### src/rtl/mux4n_reg.sv
// Registered 4:1 word multiplexer with a valid qualifier and a select echo.
// One-cycle latency, one word per cycle, and no combinational input-to-output path.
module mux4n_reg #(
    parameter int WIDTH = 5
) (
    input  logic             clk,
    input  logic             rst_n,
    input  logic             in_valid,
    input  logic [WIDTH-1:0] d0,
    input  logic [WIDTH-1:0] d1,
    input  logic [WIDTH-1:0] d2,
    input  logic [WIDTH-1:0] d3,
    input  logic [1:0]       s,
    output logic [WIDTH-1:0] out,
    output logic             out_valid,
    output logic [1:0]       out_sel
);

    // Valid semantics: in_valid is always accepted (there is no ready signal).
    // Each sampled in_valid yields out_valid high for exactly the following cycle.
    // out and out_sel hold their values until the next sampled in_valid.

    logic [WIDTH-1:0] w_sel_data;
    logic [WIDTH-1:0] r_out;
    logic             r_valid;
    logic [1:0]       r_sel;

    // Only the addressed word reaches w_sel_data, so X on an unselected input cannot leak.
    always_comb begin
        w_sel_data = d0;
        case (s)
            2'b00: w_sel_data = d0;
            2'b01: w_sel_data = d1;
            2'b10: w_sel_data = d2;
            2'b11: w_sel_data = d3;
        endcase
    end

    always_ff @(posedge clk or negedge rst_n) begin
        if (!rst_n) begin
            r_out   <= '0;
            r_valid <= 1'b0;
            r_sel   <= 2'b00;
        end else begin
            r_valid <= in_valid;
            if (in_valid) begin
                r_out <= w_sel_data;
                r_sel <= s;
            end
        end
    end

    assign out       = r_out;
    assign out_valid = r_valid;
    assign out_sel   = r_sel;

endmodule

### config.mk
export PLATFORM = sky130hd
export DESIGN_NAME = mux4n_reg
export DESIGN_NICKNAME = d
export VERILOG_FILES = /design/src/rtl/mux4n_reg.sv
export SDC_FILE = /design/constraint.sdc
export NUM_CORES = 1
export LEC_CHECK = 0
export ABC_CLOCK_PERIOD_IN_PS = 800
export BUFFER_PORTS_ARGS = -buffer_cell sky130_fd_sc_hd__buf_2
export CAP_MARGIN = 15
export CORE_AREA = 5 5 42 44
export DETAILED_ROUTE_END_ITERATION = 12
export DIE_AREA = 0 0 47 49
export PLACE_DENSITY = 0.8
export SETUP_SLACK_MARGIN = 0.3
export SYNTH_ARGS = -nofsm -noshare
export SYNTH_HDL_FRONTEND = slang
export SYNTH_SLANG_ARGS = --single-unit
### constraint.sdc
create_clock -name clk -period 0.8 [get_ports clk]
set_input_delay 0.08 -clock clk [delete_from_list [all_inputs] [get_ports clk]]
set_output_delay 0.08 -clock clk [all_outputs]
set_load 0.02 [all_outputs]
==> results by group <==
Route
  • WL per Instance: 14.1 um
  • Metal3 WL: 132 um
  • Drt first pass iters: 2
  • Vias per Instance: 4.70
  • Remaining antenna violation count after routing: 0
  • Met1 WL: 418 um
  • Detailed Route WL: 1240 um
  • Met2 wire length: 663 um
  • Top layer in use: met4
  • DRC viols: 0
  • Initial DRC Count: 7
  • Routed via count: 414

Logic synthesis
  • Mux cell area share after synthesis: 0.267
  • Synth Cell Area: 417 um^2
  • Post-synthesis simple-gate area fraction: 0.0991
  • Synth top area share: 0.480
  • Syn Area/Cell: 12.3 um^2
  • Synth area leader: dfrtp_1
  • Adder-cell area share of the yosys netlist: 0
  • Synth Area in Compound Gates: 0.117
  • Xor/xnor share of the synthesized area: 0
  • Synth top area cells: dfrtp_1 48%, mux2i_1 24%, o221ai_1 11%, nand2b_1 9.0%, buf_6 2.7%
  • Synth Register Bits: 8
  • Post-Syn Instances: 34
  • Post-synthesis sequential area ratio: 0.480
  • Warnings, synthesis: 0
  • Syn Nets: 59
  • Largest family of logic cells by synthesized area: multiplexers
  • Synth unique cells: 9

Floorplanning
  • Core ar.: 0.00140 mm^2
  • Die W: 47 um
  • Total die area: 0.00230 mm^2
  • Die outline height: 49 um
  • Initial Util: 0.297
  • Rows: 14
  • # IOs: 33

Timing
  • RSZ-0062 raised after global routing: yes
  • Max-slew violations: 0
  • Hold_ws: 0.0309 ns
  • Final setup TNS: -0.555 ns
  • Worst-Margin Slew: 0.308 ns
  • Worst Skew: 0 ns
  • Period utilisation layout: 1.11
  • Finish-stage setup viols: 9
  • Final worst slack: -0.0867 ns
  • Fmax: 1130 MHz
  • Final hold viol count: 0
  • Rel. slew slack: 0.795
  • Fin crit period: 0.887 ns

CTS
  • Root Buffer: clkbuf_4
  • H-tree levels: 1
  • CTS buffer count: 3
  • Clk sinks: 8
  • CTS tree: built
  • Clock slew at reported path FFs: 0.06 ns
  • CTS Buffer Depth: 2
  • Clk Latency, worst-skew pair: 0.26 ns

Global routing
  • Total track usage: 0.118
  • Largest net degree at the start of global routing: 12
  • First-pass GRT wire length: 1890 um
  • Initial antenna violation count: 0
  • Vias in the first global route: 426
  • GR Overflow Total: 0

Run status
  • Violated checks: setup timing
  • Status: finished, violations left

Hold path
  • Hold depth: 1
  • Endpoint, Worst Hold: out_valid
  • Hold crit path type: input port to flop
  • Min-delay src: in_valid

Cells and area
  • Nets: 98
  • Antenna diodes: 0
  • Share of cells above drive strength 1: 0.708
  • Area grow syn2layout: 76.3%

Critical path
  • Worst path bufs/invs: 1
  • CP required: 0.72 ns
  • Crit Path Max Fanout: 2
  • Slowest-stage cell, CP: dfrtp_2
  • Element type at the critical path start: flop
  • Kind of critical path: flop to primary output
  • Crit path max-delay family: flip-flops
  • R2R depth: 3
  • R2R Setup Slk: -0.01 ns
  • Worst Path Arrival: 0.81 ns
  • Cell breakdown of the critical path: buf_6
  • Max incr delay on CP: 0.41 ns
  • R2R Path End: out[3]
  • Endpoint type of the worst setup path: primary output
  • Worst flop-to-flop path startpoint: out[3]

Pwr
  • VDD IR max: 846 uV
  • Pwr per Cell Area: 1640 mW/mm^2
  • Static Leak: 0.000364 uW

Placement
  • Port Buf Inserts: 32
  • RePlAce Congestion: 0.690
  • Detail Placement HPWL: 941 um

Job
  • Max-Cap Viols: 0
==> state kept, by name, indices dropped and copies added (netlist names) <==
signal and cells:
out 5, out_sel 2, out_valid 1
==> synth_stat cells <==
cell type,n
nand2b_1,6
inv_1,1
buf_6,1
o221ai_1,5
mux2_2,1
o21ai_0,1
dfrtp_1,8
mux2i_1,10
nand2_1,1
==> report_power, final <==
part | internal, uW | switching, uW
logic | 206 | 174
clock network | 191 | 144
registers | 457 | 32.2
total | 854 | 351
==> placed cells by master (no fill, tap or decap) <==
cell and n:
clkbuf_1 1, nand2_1 1, clkbuf_4 3, inv_1 1, buf_6 8, dfrtp_2 7, o221ai_2 5, buf_4 2
dlygate4sd3_1 1, nand2b_1 5, dfrtp_1 1, mux2i_1 10, o21ai_1 1, mux2_2 1, nand2b_4 1, buf_2 24
==> kinds of logic (layout without fill, tap and decap cells) <==
| family | count (synthesis) | count (layout) |
|---|---|---|
| AO/OA/AOI/OAI | 6 | 6 |
| AND/OR/NAND/NOR | 7 | 7 |
| flip-flops | 8 | 8 |
| multiplexers | 11 | 11 |
| buffers and inverters | 2 | 40 |
==> how the worst max path moves through the flow <==
| stage | from | to | slack (ns) | cells after the start |
|---|---|---|---|---|
| finish | out[3] | out[3] | -0.09 | 1 |
| global route | out[3] | out[3] | -0.12 | 1 |
| CTS | out_sel[1] | out_sel[1] | -0.09 | 1 |
| detailed placement | s[0] | out[4] | -0.09 | 3 |
| global placement | s[0] | out[4] | -0.05 | 3 |
| floorplan | out_sel[0] | out_sel[0] | -0.01 | 1 |
==> timing repair <==
action,in CTS,in global routing
hold buffers,1,0
gates resized for setup,18,4
buffers inserted,1,0
endpoints found under the hold margin,8,0
endpoints found under the setup margin,15,15
==> stage by stage <==
stage	std cells	util	instance area, um^2	setup WS, ns	power, uW
after CTS	88	0.505	708	-0.0932	1200
after detailed placement	82	0.429	602	-0.0899	766
after floorplan	34	-	425	-0.0132	635
after global routing	88	0.524	734	-0.117	1290
after global placement	82	0.429	602	-0.0477	760
final	88	0.524	734	-0.0867	1200
==> per-layer routing <==
metal	global-route usage	vias up
li1	-	208
met1	0.138	185
met2	0.186	19
met3	0.0406	2
met4	0.0553	0
met5	0	-
==> area by class of cell <==
class	instances	area, um^2
fillers	134	667
multi-input cells	24	240
repair buffers	35	235
flip-flops and latches	8	209
clock buffers	4	26.3
well taps	16	20.0
inverters	1	3.75
(Power assumes the default switching activity.)
